## src/rtl/core_if_pkg.sv

```systemverilog
// Shared definitions for the instruction fetch stage: opcode constants,
// default fetch vectors, FSM state encodings and the prefetch entry layout.
package core_if_pkg;

  localparam logic [31:0] CORE_OPCODE_NOP  = 32'h0000_0013;
  localparam logic [31:0] CORE_IF_RESET_PC = 32'h0000_0000;
  localparam logic [31:0] CORE_IF_FLUSH_PC = 32'h0000_0010;

  localparam logic [0:0] ST_IDLE = 1'b0;
  localparam logic [0:0] ST_REQ  = 1'b1;

  typedef struct packed {
    logic        err;
    logic [31:0] pc;
    logic [31:0] ins;
  } if_entry_t;

  function automatic logic [31:0] word_align(input logic [31:0] addr);
    return {addr[31:2], 2'b00};
  endfunction

endpackage

```

## src/rtl/core_if_queue.sv

```systemverilog
// Prefetch FIFO between the fetch FSM and decode. Synchronous clear wins
// over push; push while full is accepted only alongside a pop.
module core_if_queue
  import core_if_pkg::*;
#(
  parameter int QDEPTH = 2,
  localparam int AW = $clog2(QDEPTH),
  localparam int CW = AW + 1
) (
  input  logic          clk,
  input  logic          rst,
  input  logic          push,
  input  logic          pop,
  input  logic          clear,
  input  if_entry_t     wdata,
  output if_entry_t     rdata,
  output logic          full,
  output logic          empty,
  output logic [CW-1:0] count
);

  if_entry_t     mem [QDEPTH];
  logic [AW-1:0] wr_ptr;
  logic [AW-1:0] rd_ptr;
  logic          do_push;
  logic          do_pop;

  assign full    = (count == CW'(QDEPTH));
  assign empty   = (count == '0);
  assign do_pop  = pop && !empty;
  assign do_push = push && (!full || do_pop);
  assign rdata   = mem[rd_ptr];

  // Pointers wrap naturally because QDEPTH is a power of two.
  always_ff @(posedge clk) begin
    if (rst || clear) begin
      wr_ptr <= '0;
      rd_ptr <= '0;
      count  <= '0;
    end else begin
      if (do_push) wr_ptr <= wr_ptr + 1'b1;
      if (do_pop)  rd_ptr <= rd_ptr + 1'b1;
      case ({do_push, do_pop})
        2'b10:   count <= count + 1'b1;
        2'b01:   count <= count - 1'b1;
        default: ;
      endcase
    end
  end

  always_ff @(posedge clk) begin
    if (!rst && !clear && do_push) mem[wr_ptr] <= wdata;
  end

endmodule

```

## src/rtl/core_if.sv

```systemverilog
// Instruction fetch stage: issues single outstanding word reads, buffers
// responses in a prefetch queue and hands one {ins, pc} per cycle to decode.
//
//   state   | meaning
//   IDLE    | no access outstanding; waits for queue room
//   REQ     | imem_req high at req_addr until imem_ack
module core_if
  import core_if_pkg::*;
#(
  parameter logic [31:0] RESET_PC = CORE_IF_RESET_PC,
  parameter logic [31:0] FLUSH_PC = CORE_IF_FLUSH_PC,
  parameter int          QDEPTH   = 2
) (
  input  logic        clk,
  input  logic        rst,
  output logic        imem_req,
  output logic [31:0] imem_addr,
  input  logic        imem_ack,
  input  logic [31:0] imem_data,
  input  logic        imem_err,
  input  logic        id_halt,
  input  logic        id_flush,
  input  logic        branch,
  input  logic [31:0] branch_pc,
  output logic [31:0] if_ins,
  output logic [31:0] if_pc,
  output logic        if_valid,
  output logic        if_err
);

  localparam int CW = $clog2(QDEPTH) + 1;

  logic [0:0]    state;
  logic [31:0]   fetch_pc;
  logic [31:0]   req_addr;
  logic          discard;
  logic          redirect;
  logic [31:0]   target;
  logic          ack_ok;
  logic          q_push;
  logic          q_pop;
  logic          q_full;
  logic          q_empty;
  logic [CW-1:0] q_count;
  logic [CW:0]   count_after;
  logic          room_after;
  if_entry_t     q_wdata;
  if_entry_t     q_rdata;

  assign redirect    = id_flush | branch;
  assign target      = id_flush ? word_align(FLUSH_PC) : word_align(branch_pc);
  assign ack_ok      = (state == ST_REQ) && imem_ack;
  assign q_push      = ack_ok && !discard && !redirect;
  assign q_pop       = !id_halt && !q_empty && !redirect;
  assign q_wdata     = '{err: imem_err, pc: req_addr, ins: imem_data};
  assign imem_req    = (state == ST_REQ);
  assign imem_addr   = req_addr;
  assign count_after = {1'b0, q_count} + {{CW{1'b0}}, 1'b1} - {{CW{1'b0}}, q_pop};
  assign room_after  = (count_after < (CW+1)'(QDEPTH));

  core_if_queue #(.QDEPTH(QDEPTH)) u_queue (
    .clk   (clk),
    .rst   (rst),
    .push  (q_push),
    .pop   (q_pop),
    .clear (redirect),
    .wdata (q_wdata),
    .rdata (q_rdata),
    .full  (q_full),
    .empty (q_empty),
    .count (q_count)
  );

  // A redirect during an open access keeps the bus stable and marks the
  // eventual response for dropping; fetch_pc already holds the new target.
  always_ff @(posedge clk) begin
    if (rst) begin
      state    <= ST_IDLE;
      fetch_pc <= word_align(RESET_PC);
      req_addr <= word_align(RESET_PC);
      discard  <= 1'b0;
    end else begin
      if (redirect)               fetch_pc <= target;
      else if (ack_ok && !discard) fetch_pc <= req_addr + 32'd4;

      if (ack_ok)                            discard <= 1'b0;
      else if (redirect && state == ST_REQ)  discard <= 1'b1;

      case (state)
        ST_IDLE: begin
          if (!redirect && !q_full) begin
            state    <= ST_REQ;
            req_addr <= fetch_pc;
          end
        end
        ST_REQ: begin
          if (imem_ack) begin
            if (redirect)        req_addr <= target;
            else if (discard)    req_addr <= fetch_pc;
            else if (room_after) req_addr <= req_addr + 32'd4;
            else                 state    <= ST_IDLE;
          end
        end
        default: state <= ST_IDLE;
      endcase
    end
  end

  always_ff @(posedge clk) begin
    if (rst) begin
      if_ins   <= CORE_OPCODE_NOP;
      if_pc    <= '0;
      if_valid <= 1'b0;
      if_err   <= 1'b0;
    end else if (redirect) begin
      if_ins   <= CORE_OPCODE_NOP;
      if_valid <= 1'b0;
      if_err   <= 1'b0;
    end else if (!id_halt) begin
      if (!q_empty) begin
        if_ins   <= q_rdata.err ? CORE_OPCODE_NOP : q_rdata.ins;
        if_pc    <= q_rdata.pc;
        if_err   <= q_rdata.err;
        if_valid <= 1'b1;
      end else begin
        if_ins   <= CORE_OPCODE_NOP;
        if_valid <= 1'b0;
        if_err   <= 1'b0;
      end
    end
  end

endmodule

```

## config.mk

```make
export PLATFORM = sky130hd
export DESIGN_NAME = core_if
export DESIGN_NICKNAME = d
export VERILOG_FILES = /design/src/rtl/core_if_pkg.sv /design/src/rtl/core_if_queue.sv /design/src/rtl/core_if.sv
export SDC_FILE = /design/constraint.sdc
export NUM_CORES = 1
export LEC_CHECK = 0
export ABC_AREA = 1
export CAP_MARGIN = 30
export CORE_UTILIZATION = 43
export CTS_BUF_LIST = sky130_fd_sc_hd__clkbuf_4
export CTS_CLUSTER_DIAMETER = 120
export DETAILED_ROUTE_END_ITERATION = 7
export DONT_BUFFER_PORTS = 1
export SKIP_CTS_REPAIR_TIMING = 1
export SLEW_MARGIN = 20
export SYNTH_ARGS = -nofsm -noshare
export SYNTH_HDL_FRONTEND = slang
export SYNTH_SLANG_ARGS = --single-unit
```

## constraint.sdc

```tcl
create_clock -name clk -period 9.4 [get_ports clk]
set_input_delay 2.82 -clock clk [delete_from_list [all_inputs] [get_ports clk]]
set_output_delay 2.82 -clock clk [all_outputs]
set_load 0.01 [all_outputs]
```

# ---- Word level (Yosys, flattened, before mapping)
# Memory sizes are Yosys's and may differ from the RTL's. A register that Yosys moved wholly into a read port is not among the register bits.
# Index checks and enable logic that the tools add are counted.
dict set report word_totals {
  ram_bits 130
  ff_bits 136
  wordCells 81
  out_inout_bits 99
  n_memories 1
}
dict set report op_classes {
  n_mux 24
  n_lt_le_gt_ge 1
  n_reduce_logical 26
  n_addsub 7
  eq_ne 6
  n_bitwise 5
}
# memory depth word_bits rd rd_clocked_by_memory_dff wr line
set mem_list {}
lappend mem_list {u_queue.mem 2 65 1 1 1 core_if_queue.sv:22} ;# if_entry_t mem [QDEPTH];
# operator count
set ops {}
lappend ops {{$mux 32} 10}
lappend ops {{$pmux 32 s2} 1}
lappend ops {{$add 32x3->32 const B} 1}
lappend ops {{$logic_and 1x1->1} 11}
lappend ops {{$mux 1} 11}
lappend ops {{$logic_not 1->1} 6}
lappend ops {{$reduce_and 3->1} 2}
lappend ops {{$eq 2x2->1 const B} 2}
lappend ops {{$ne 2x2->1 const B} 2}
lappend ops {{$ne 4x1->1 const B} 1}
lappend ops {{$not 1->1} 4}
lappend ops {{$pmux 2 s2} 1}
lappend ops {{$reduce_bool 2->1} 2}
lappend ops {{$reduce_or 2->1} 2}
lappend ops {{$add 2x1->3 const B} 1}
lappend ops {{$lt 3x2->1 const B} 1}
lappend ops {{$sub 3x1->3} 1}
lappend ops {{$add 1x1->1 const B} 2}
lappend ops {{$add 2x1->2 const B} 1}
lappend ops {{$eq 2x1->1 const B} 1}
lappend ops {{$logic_not 2->1} 1}
lappend ops {{$logic_or 1x1->1} 2}
lappend ops {{$pmux 1 s2} 1}
lappend ops {{$sub 2x1->2 const B} 1}
lappend ops {{$or 1x1->1} 1}

# ---- Longest topological paths before layout
# Gate-level depths: netlist of run 1.
dict set report depth {
  ltp_word 11
  ltp_mapped 12
  ltp_nobuf 12
}

# ---- Cells and area by module
# Synthesis of run 1 repeated with hierarchy kept, for this count alone.
dict set report hier_totals {
  hier_cells 1272
  area_unflattened_um2 11616.1
}
# module cells_per_inst area_per_inst_um2 seq_area_each_um2 n_inst
set by_module_without_submodules {}
lappend by_module_without_submodules {core_if 1029 6640.1 2642.5 1}
lappend by_module_without_submodules {core_if_queue 243 4976.0 4003.8 1}

# ---- Least setup slack after synthesis of run 1
# No wires, ideal clock.
dict set report synth_path {
  kind {input to register}
  startpoint {input id_flush}
  endpoint {memory u_queue.mem[0][0] (netlist name), enable pin}
  path_slack_ns 2.449
  setup_ns 0.488
  t_arrival_ns 6.462
  cell_stages 7
  required_time_ns 8.912
  cell_sequence {inv_2 -> nand2_4 -> buf_6 -> nor2_1 -> inv_2 -> clkbuf_1 -> nor2_1}
}
dict set report synth_via {
  elab_chain_cells 9
  elab_cells_between_ends 11
}
# element line
set synth_rtl {}
lappend synth_rtl {{start, declared} core_if.sv:22} ;# input logic id_flush,
lappend synth_rtl {{$or 1x1->1 (*)} core_if.sv:50} ;# assign redirect = id_flush | branch;
lappend synth_rtl {{$logic_not 1->1 (*)} {core_if_queue.sv:52, core_if.sv:53, core_if.sv:54}}
lappend synth_rtl {{$logic_and 1x1->1} core_if.sv:54} ;# assign q_pop = !id_halt && !q_empty && !redirect;
lappend synth_rtl {{$logic_and 1x1->1} core_if_queue.sv:30} ;# assign do_pop = pop && !empty;
lappend synth_rtl {{$logic_or 1x1->1} core_if_queue.sv:31} ;# assign do_push = push && (!full || do_pop);
lappend synth_rtl {{$logic_and 1x1->1} core_if_queue.sv:31}
lappend synth_rtl {{$logic_and 1x1->1 (*)} core_if_queue.sv:52} ;# if (!rst && !clear && do_push) mem[wr_ptr] <= wdata;
lappend synth_rtl {{$mux 1 (*)} core_if_queue.sv:52}
lappend synth_rtl {{$mux 1 (implied by the code) (*)} core_if_queue.sv:52}
lappend synth_rtl {{end, declared} core_if_queue.sv:22}
# Mark *: on every way between the ends. The rest lies on a longest branch, timed or not.

# ---- Worst setup path in the final report of run 1
dict set report layout_path {
  startpoint {input id_flush}
  endpoint {memory u_queue.mem[0][52] (netlist name), enable pin}
}
# Same word-level chain as after synthesis.

==> results of run 1 <==
-- per-layer routing --
metal  track usage (%)  share of wire [%]  vias up
met5                 0                  0        -
met4              7.48                2.0        0
met3              6.70                8.7       49
met2              31.5                 46      276
met1              26.6                 44     3840
li1                  -                  -     4030
-- area by class of cell --
cell class | count | area (um^2) | share of cell area [%]
antenna | 1 | 2.50 | 0.0202
clock buffer | 117 | 878 | 7.09
clock inverter | 11 | 124 | 1.00
inverter | 37 | 144 | 1.16
multi-input combinational | 779 | 4080 | 33.0
sequential | 267 | 6650 | 53.7
tap | 330 | 413 | 3.33
timing repair buffer | 9 | 87.6 | 0.707
-- cells in the mapped netlist, types with 3 or more instances --
library cell / instances
a211oi_1: 5
a21oi_1: 135
a31oi_1: 21
buf_2: 20
buf_4: 3
buf_6: 5
clkbuf_1: 30
dfxtp_1: 137
edfxtp_1: 130
inv_1: 29
inv_2: 5
mux2_2: 32
mux2i_1: 33
nand2_1: 294
nand2_2: 3
nand3_1: 27
nand3b_1: 4
nor2_1: 74
nor2_2: 14
nor2_4: 4
o21ai_0: 81
o21ai_1: 8
o22ai_1: 4
or2_2: 9
xnor2_1: 5
xor2_1: 9
-- worst paths after layout --
kind                            start                           end  cells past startpoint
max                          id_flush  u_queue.mem[0][52]$_DFFE_PP_                      6
max reg2reg       imem_req$_SDFF_PP0_  u_queue.mem[0][52]$_DFFE_PP_                      7
min          fetch_pc[1]$_SDFFE_PP0P_      fetch_pc[1]$_SDFFE_PP0P_                      2
min reg2reg  fetch_pc[1]$_SDFFE_PP0P_      fetch_pc[1]$_SDFFE_PP0P_                      2
-- state kept, by name, indices dropped and copies added (netlist names), named ones only --
register	cells
if_valid	1
u_queue.mem	130
u_queue.rd_ptr	1
if_err	1
fetch_pc	32
u_queue.count	2
if_ins	32
imem_addr	32
if_pc	32
discard	1
u_queue.wr_ptr	1
imem_req	1
-- through the flow --
stage / area (um^2) / hold WS (ns)
finish: 12400 / 0.461
floorplan: 11200 / 0.443
detailed placement: 11400 / 0.452
global placement: 11300 / 0.447
CTS: 12400 / 0.462
global route: 12400 / 0.485
-- critical path, stage by stage --
cell     delay, ns
inv_2         0.11
nand2_4       0.17
nor2_1        0.45
inv_2         0.41
nor2_4        0.41
buf_4         0.71
-- cell usage in the layout, fill, tap and decap left out, drive strengths merged, types with 2 or more instances in the layout --
| cell type | Yosys | routed |
|---|---|---|
| bufinv | 0 | 3 |
| buf | 30 | 9 |
| and2 | 2 | 2 |
| mux2 | 32 | 32 |
| nand2 | 299 | 299 |
| a21oi | 135 | 135 |
| o22ai | 4 | 4 |
| nand3 | 28 | 28 |
| clkbuf | 30 | 117 |
| xor2 | 9 | 9 |
| mux2i | 33 | 33 |
| clkinv | 1 | 7 |
| o21ai | 91 | 91 |
| or2 | 10 | 10 |
| a31oi | 21 | 21 |
| edfxtp | 130 | 130 |
| ha | 2 | 2 |
| xnor2 | 5 | 5 |
| nand3b | 4 | 4 |
| inv | 36 | 37 |
| dfxtp | 137 | 137 |
| nor2 | 92 | 92 |
| a211oi | 7 | 7 |
-- logic make-up (layout without fill, tap and decap cells) --
family / after synthesis / after routing / synth area share, %
buf+inv: 97 / 174 / 3.97
other cells: 0 / 1 / 0
flops: 267 / 267 / 59.6
fa+ha+maj: 2 / 2 / 0.224
xor+xnor: 14 / 14 / 1.10
compound gates: 261 / 261 / 12.5
mux: 65 / 65 / 6.19
simple gates: 437 / 437 / 16.4
-- power groups by stage --
stage               sequential [W]  clock, W  combinational (W)
floorplan                  0.00129         0          0.0000939
global placement           0.00130         0           0.000106
detailed placement         0.00130         0           0.000108
CTS                        0.00127   0.00115           0.000108
global route               0.00128   0.00121           0.000123
finish                     0.00128   0.00111           0.000108
==> impl_metrics.csv, run 1 <==
group,metric,value,unit
outcome,status,"finished, final reports clean",
timing,drv_slew,0,
die,row_count,58,
timing,setup_ws,4.57,ns
power_and_ir_drop,peakVddDrop,0.112,mV
die,core-area,25300,um^2
die,chipHeight,163,um
synthesis,syn_inst,1143,
place,gp_congestion,0.800,
clock_tree,cts_buffers,73,
timing,setup_viol,0,
detailed_routing,drt-initial-drc-count,534,
clock_tree,cts_buffer_depth,3,
clock_tree,clkSinkCount,267,
power_and_ir_drop,pwr-share-comb,4.3,%
finish,finish.utilization,48.9,%
die,die_w,163,um
timing,skew,0.0374,ns
place,port_buffers,0,
global_route,grt_pass1_wl,41.9,mm
clock_tree,tritoncts,"done",
timing,finalSetupTns,0,ns
synthesis,synth.distinct_cells,41,
finish,num-fill-cells,2416,
synthesis,yosys-top-cells-area,"edfxtp_1, dfxtp_1, nand2_1",
global_route,grt_pass1_vias,7746,
clock_tree,clock-root-buffer,"clkbuf_4",
synthesis,ys.flop_type,"dfxtp_1",
min_path,hold_path_class,"register to register",
setup_path,crit_path_start_kind,"input port",
power_and_ir_drop,p_int,0.00192,W
timing,finalCritPeriodShare,51.4,%
synthesis,ys_seq_elements,267,
global_route,grt_max_degree,67,
timing,rsz0062_at_grt,"false",
clock_tree,clk_latency,0.66,ns
synthesis,synth.net_count,1216,
power_and_ir_drop,p_sw_share,23.1,%
setup_path,crit_type,"input port to register",
timing,worstMarginPinSlew,0.925,ns
synthesis,yosysWarningCount,0,
setup_path,cp_max_fo,55,
finish,final_cells,1551,
timing,relSlewSlack,38.4,%
global_route,track_usage,20.4,%
place,place.detailed.hpwl,16.7,mm
power_and_ir_drop,p_leak,4.18,nW
power_and_ir_drop,power_density,201,nW/um^2
timing,period_needed,4.83,ns
detailed_routing,vias,8195,
detailed_routing,via_per_inst,5.28,
detailed_routing,wire_per_inst,17.3,um
setup_path,cp.required,9.67,ns
detailed_routing,drtPass1Iterations,5,
detailed_routing,wl,26.9,mm
run,cap_viol_max_count,0,
power_and_ir_drop,p_clk_share,44.5,%
power_and_ir_drop,power,0.00249,W
timing,fmax,207,MHz
synthesis,yosysTopAreaCell,"edfxtp_1",
place,dp.cells,1422,
synthesis,avgSynthCellArea,9.76,um^2
power_and_ir_drop,p_seq_share,51.2,%
setup_path,crit_path_end_kind,"register",
finish,nets,1240,
setup_path,rrSetupSlack,5.94,ns
die,start_util,44.0,%
place,place_ws,3.85,ns
synthesis,synth_edf_count,130,
setup_path,worst-endpoint-arrival,5.10,ns
synthesis,yosysSeqAreaShare,59.6,%
clock_tree,clk_pin_slew,0.06,ns
finish,layout-drive-gt1-share,17.5,%
synthesis,syn-cell-area,11200,um^2
synthesis,netlist.area_leader.share,35.0,%
power_and_ir_drop,power_switching,0.000576,W
detailed_routing,drc,0,
die,io_pins,170,
finish,synthToLayoutAreaGrowth,11.0,%
timing,final_hold_viol_count,0,
die,dieArea,26600,um^2
detailed_routing,antenna_left,0,
global_route,globalRouteOverflowTotal,0,
global_route,antenna_found_initial,1,
synthesis,async_reset_ff_share,0,%
clock_tree,h-tree-depth,3,
No activity file was read; power rests on OpenSTA's default activity.
==> inputs of run 2 (changes only) <==
==> constraint.sdc (replaced) <==
create_clock -name clk -period 4.68 [get_ports clk]
set_input_delay 1.404 -clock clk [delete_from_list [all_inputs] [get_ports clk]]
set_output_delay 1.404 -clock clk [all_outputs]
set_load 0.01 [all_outputs]
==> impl_metrics.csv, run 2 (synthesized netlist as in run 1, its figures left out) <==
group,metric,value,unit
clock_tree,clk_latency,0.68,ns
finish,design_area,12400,um^2
detailed_routing,drt-initial-drc-count,531,
clock_tree,cts_buffer_depth,3,
clock_tree,h-tree-depth,3,
die,start_util,44.0,%
min_path,hold_path_class,"register to register",
clock_tree,cts_buffers,73,
detailed_routing,via_per_inst,5.22,
place,placed_area,11400,um^2
finish,synthToLayoutAreaGrowth,11.0,%
timing,relSlewSlack,39.3,%
timing,setup_ws,1.71,ns
detailed_routing,drc,0,
timing,finalSetupTns,0,ns
global_route,grt_max_degree,74,
finish,seq_area,6650,um^2
global_route,track_usage,20.3,%
finish,largest_reg_flops,130,
clock_tree,clkSinkCount,267,
clock_tree,clk_pin_slew,0.05,ns
setup_path,cp_max_fo,66,
die,dieArea,26600,um^2
place,dp.cells,1427,
min_path,holdPathEnd,"fetch_pc[2]$_SDFFE_PP0P_",
timing,fmax,337,MHz
outcome,status,"finished, final reports clean",
setup_path,rr_worst_depth,12,
setup_path,rrSetupSlack,1.93,ns
finish,final_cell_mix,"nand2_1, dfxtp_1, a21oi_1",
place,place_ws,1.02,ns
setup_path,worst-endpoint-arrival,3.52,ns
global_route,grt_pass1_vias,7651,
finish,layout_commonest_cell,"nand2_1",
detailed_routing,drtPass1Iterations,5,
power_and_ir_drop,power,0.00490,W
setup_path,crit_type,"input port to register",
die,die_w,163,um
timing,final_hold_viol_count,0,
setup_path,crit_path_start_kind,"input port",
finish,layout-drive-gt1-share,17.7,%
setup_path,cp.required,5.22,ns
timing,worstMarginPinSlew,0.910,ns
detailed_routing,antenna_left,0,
finish,final_cells,1560,
timing,setup_viol,0,
place,port_buffers,0,
die,row_count,58,
detailed_routing,vias,8148,
run,cap_viol_max_count,0,
die,core-area,25300,um^2
power_and_ir_drop,p_leak,4.18,nW
timing,period_needed,2.97,ns
place,gp_congestion,0.782,
finish,multi_input_area,4080,um^2
setup_path,worstReg2RegEnd,"imem_addr[2]$_SDFFE_PP0P_",
min_path,hold_depth,2,
finish,num-fill-cells,2429,
min_path,holdCritStartpoint,"fetch_pc[2]$_SDFFE_PP0P_",
die,chipHeight,163,um
die,io_pins,170,
place,place.detailed.hpwl,16.5,mm
global_route,antenna_found_initial,1,
timing,finalCritPeriodShare,63.5,%
finish,regMostFlops,"u_queue.mem",
setup_path,crit_path_end_kind,"register",
global_route,globalRouteOverflowTotal,0,
finish,nets,1245,
global_route,grt_pass1_wl,41.5,mm
timing,rsz0062_at_grt,"false",
detailed_routing,wl,26.7,mm
detailed_routing,wire_per_inst,17.1,um
setup_path,reg2reg_from,"u_queue.count[0]$_SDFFE_PP0P_",
timing,skew,0.0385,ns
power_and_ir_drop,power_density,396,nW/um^2
power_and_ir_drop,peakVddDrop,0.195,mV
clock_tree,clock-root-buffer,"clkbuf_4",
clock_tree,tritoncts,"done",
timing,drv_slew,0,
==> run 2: cell types whose count changed in the layout (fill, tap and decap cells not counted), sizes merged <==
cell      change
buf           +5
bufinv        -2
clkbuf        -4
clkinv        +7
clkinvlp      +2
inv           +1
==> run 2: power breakdown <==
group          total, W  internal, W  switching [W]
clock network   0.00212      0.00116       0.000960
logic          0.000219    0.0000720       0.000147
registers       0.00256      0.00249      0.0000741
total           0.00490      0.00372        0.00118
==> run 2: routing by layer <==
metal | track usage [%] | routed length, um
met5 | 0 | 0
met4 | 8.07 | 565
met3 | 7.36 | 2520
met2 | 29.9 | 11800
met1 | 27.0 | 11800
==> run 2: critical path, stage by stage <==
cell and delay [ns]:
inv_2 0.11, nand2_4 0.17, nor2_4 0.14, buf_4 0.50, nand2_1 0.18, nand3_2 0.12, nand2_4 0.26, inv_4 0.37
nand3_1 0.11, o21ai_1 0.09, nor2_1 0.05
==> run 2: final cells by class <==
type	instances	area share, %
Timing Repair Buffer	14	1.01
Inverter	37	1.18
Multi-Input combinational cell	779	33.0
Clock buffer	113	6.85
Tap cell	330	3.33
Antenna cell	1	0.0202
Sequential cell	267	53.7
Clock inverter	19	0.940
==> run 2: worst max-delay path by stage <==
stage | end | startpoint
2_1_floorplan | u_queue.mem[0][0]$_DFFE_PP_ | id_flush
5_1_grt | imem_addr[5]$_SDFFE_PP0P_ | id_flush
3_5_place_dp | u_queue.mem[0][17]$_DFFE_PP_ | id_flush
3_3_place_gp | u_queue.mem[0][17]$_DFFE_PP_ | id_flush
6_report | imem_addr[2]$_SDFFE_PP0P_ | id_flush
4_1_cts | u_queue.mem[0][42]$_DFFE_PP_ | id_flush
==> run 2: per-stage QoR <==
stage / hold WS [ns] / util, %
after floorplan: 0.443 / -
after global placement: 0.447 / 45.0
after detailed placement: 0.451 / 45.1
after CTS: 0.460 / 48.9
after global routing: 0.478 / 48.9
final: 0.461 / 48.9
==> inputs of run 3 (changes only) <==
==> constraint.sdc (replaced) <==
create_clock -name clk -period 2.6 [get_ports clk]
set_input_delay 0.78 -clock clk [delete_from_list [all_inputs] [get_ports clk]]
set_output_delay 0.78 -clock clk [all_outputs]
set_load 0.01 [all_outputs]
==> impl_metrics.csv, run 3 (synthesized netlist as in run 1, its figures left out) <==
group,metric,value,unit
clock_tree,clock-root-buffer,"clkbuf_4",
detailed_routing,drt-initial-drc-count,561,
global_route,grtUsageMet1,26.0,%
setup_path,crit_path_start_kind,"register",
setup_path,slowest_delay,0.44,ns
timing,rsz0062_at_grt,"false",
finish,layout-drive-gt1-share,18.4,%
global_route,grt_pass1_wl,42.2,mm
global_route,grt.met3_usage,8.18,%
die,die_w,163,um
clock_tree,h-tree-depth,3,
die,core-area,25300,um^2
finish,layout_commonest_cell,"nand2_1",
min_path,holdPathEnd,"imem_addr[1]$_SDFFE_PP0P_",
timing,relSlewSlack,59.6,%
timing,drv_slew,0,
finish,regMostFlops,"u_queue.mem",
finish,nets,1255,
power_and_ir_drop,p_leak,4.26,nW
setup_path,worst-endpoint-arrival,1.43,ns
setup_path,rr_worst_depth,10,
run,cap_viol_max_count,0,
global_route,globalRouteOverflowTotal,0,
die,chipHeight,163,um
detailed_routing,vias,8191,
global_route,antenna_found_initial,1,
global_route,track_usage,20.6,%
setup_path,cp.required,1.82,ns
timing,worstMarginPinSlew,0.604,ns
finish,largest_reg_flops,130,
finish,finish.utilization,49.6,%
min_path,hold_path_class,"input port to register",
finish,num-fill-cells,2392,
detailed_routing,antenna_left,0,
clock_tree,cts_buffer_depth,3,
detailed_routing,wl,27.0,mm
min_path,hold_depth,1,
detailed_routing,via_per_inst,5.22,
global_route,grt_pass1_vias,7798,
setup_path,crit_type,"register to output pin",
setup_path,rrSetupSlack,0.47,ns
global_route,grt_max_degree,61,
place,gp_congestion,0.803,
global_route,grt_util_met2,31.9,%
setup_path,path_cells,"buf_4",
place,place.detailed.hpwl,17.4,mm
setup_path,critPathSlowestCell,"buf_4",
timing,fmax,452,MHz
setup_path,crit_path_end_kind,"output pin",
timing,period_needed,2.21,ns
setup_path,critPathBufInv,1,
timing,skew,0.0593,ns
finish,synthToLayoutAreaGrowth,12.7,%
power_and_ir_drop,power_density,703,nW/um^2
place,port_buffers,0,
setup_path,worstReg2RegEnd,"imem_addr[14]$_SDFFE_PP0P_",
detailed_routing,drtPass1Iterations,5,
timing,finalCritPeriodShare,85.0,%
power_and_ir_drop,peakVddDrop,0.348,mV
clock_tree,clk_pin_slew,0.06,ns
clock_tree,cts_buffers,71,
detailed_routing,wire_per_inst,17.2,um
die,row_count,58,
detailed_routing,drc,0,
setup_path,reg2reg_from,"imem_addr[2]$_SDFFE_PP0P_",
min_path,holdCritStartpoint,"rst",
die,dieArea,26600,um^2
clock_tree,clk_latency,0.66,ns
die,start_util,44.0,%
clock_tree,tritoncts,"done",
clock_tree,clkSinkCount,267,
setup_path,cp_top_family,"buffers and inverters",
outcome,status,"finished, final reports clean",
timing,setup_viol,0,
finish,final_cell_mix,"nand2_1, dfxtp_1, a21oi_1",
global_route,grt.busiest_layer,"met2",
die,io_pins,170,
power_and_ir_drop,power,0.00884,W
timing,final_hold_viol_count,0,
setup_path,cp_max_fo,42,
-- run 3: metal layers --
metal  share of wire (%)  up-vias
met5                   0        -
met4                 1.9        0
met3                  11       44
met2                  45      294
met1                  43     3790
li1                    -     4063
-- run 3: area by class of cell --
type                            count  area (um^2)  area share, %
Clock buffer                      110          826           6.57
Inverter                           37          165           1.31
Sequential cell                   267         6650           52.9
Multi-Input combinational cell    779         4100           32.6
Clock inverter                     18          138           1.09
Tap cell                          330          413           3.28
Timing Repair Buffer               26          283           2.25
Antenna cell                        1         2.50         0.0199
-- run 3: metrics by stage --
stage | instances | hold WS (ns) | setup slack (ns) | TNS (ns) | area, um^2
3_3_place_gp | 1439 | 0.447 | 0.265 | 0 | 11600
2_1_floorplan | 1143 | 0.443 | -0.369 | -31.81 | 11200
6_report | 1568 | 0.189 | 0.390 | 0 | 12600
4_1_cts | 1567 | 0.124 | 0.326 | 0 | 12600
5_1_grt | 1568 | 0.112 | 0.193 | 0 | 12600
3_5_place_dp | 1439 | 0.452 | 0.264 | 0 | 11600
-- run 3: worst max path at each step --
stage / start / end / slack, ns / cells after the start
floorplan: id_flush / u_queue.mem[0][0]$_DFFE_PP_ / -0.37 / 7
global placement: id_flush / u_queue.mem[0][12]$_DFFE_PP_ / 0.27 / 7
detailed placement: id_flush / u_queue.mem[0][12]$_DFFE_PP_ / 0.26 / 7
CTS: imem_req$_SDFF_PP0_ / imem_req / 0.33 / 1
global route: imem_addr[2]$_SDFFE_PP0P_ / imem_addr[12]$_SDFFE_PP0P_ / 0.19 / 10
finish: imem_req$_SDFF_PP0_ / imem_req / 0.39 / 1
-- run 3: power breakdown --
group	switching, W	total, W	internal, W
Sequential	0.000118	0.00460	0.00448
Clock	0.00168	0.00382	0.00213
Combinational	0.000282	0.000433	0.000151
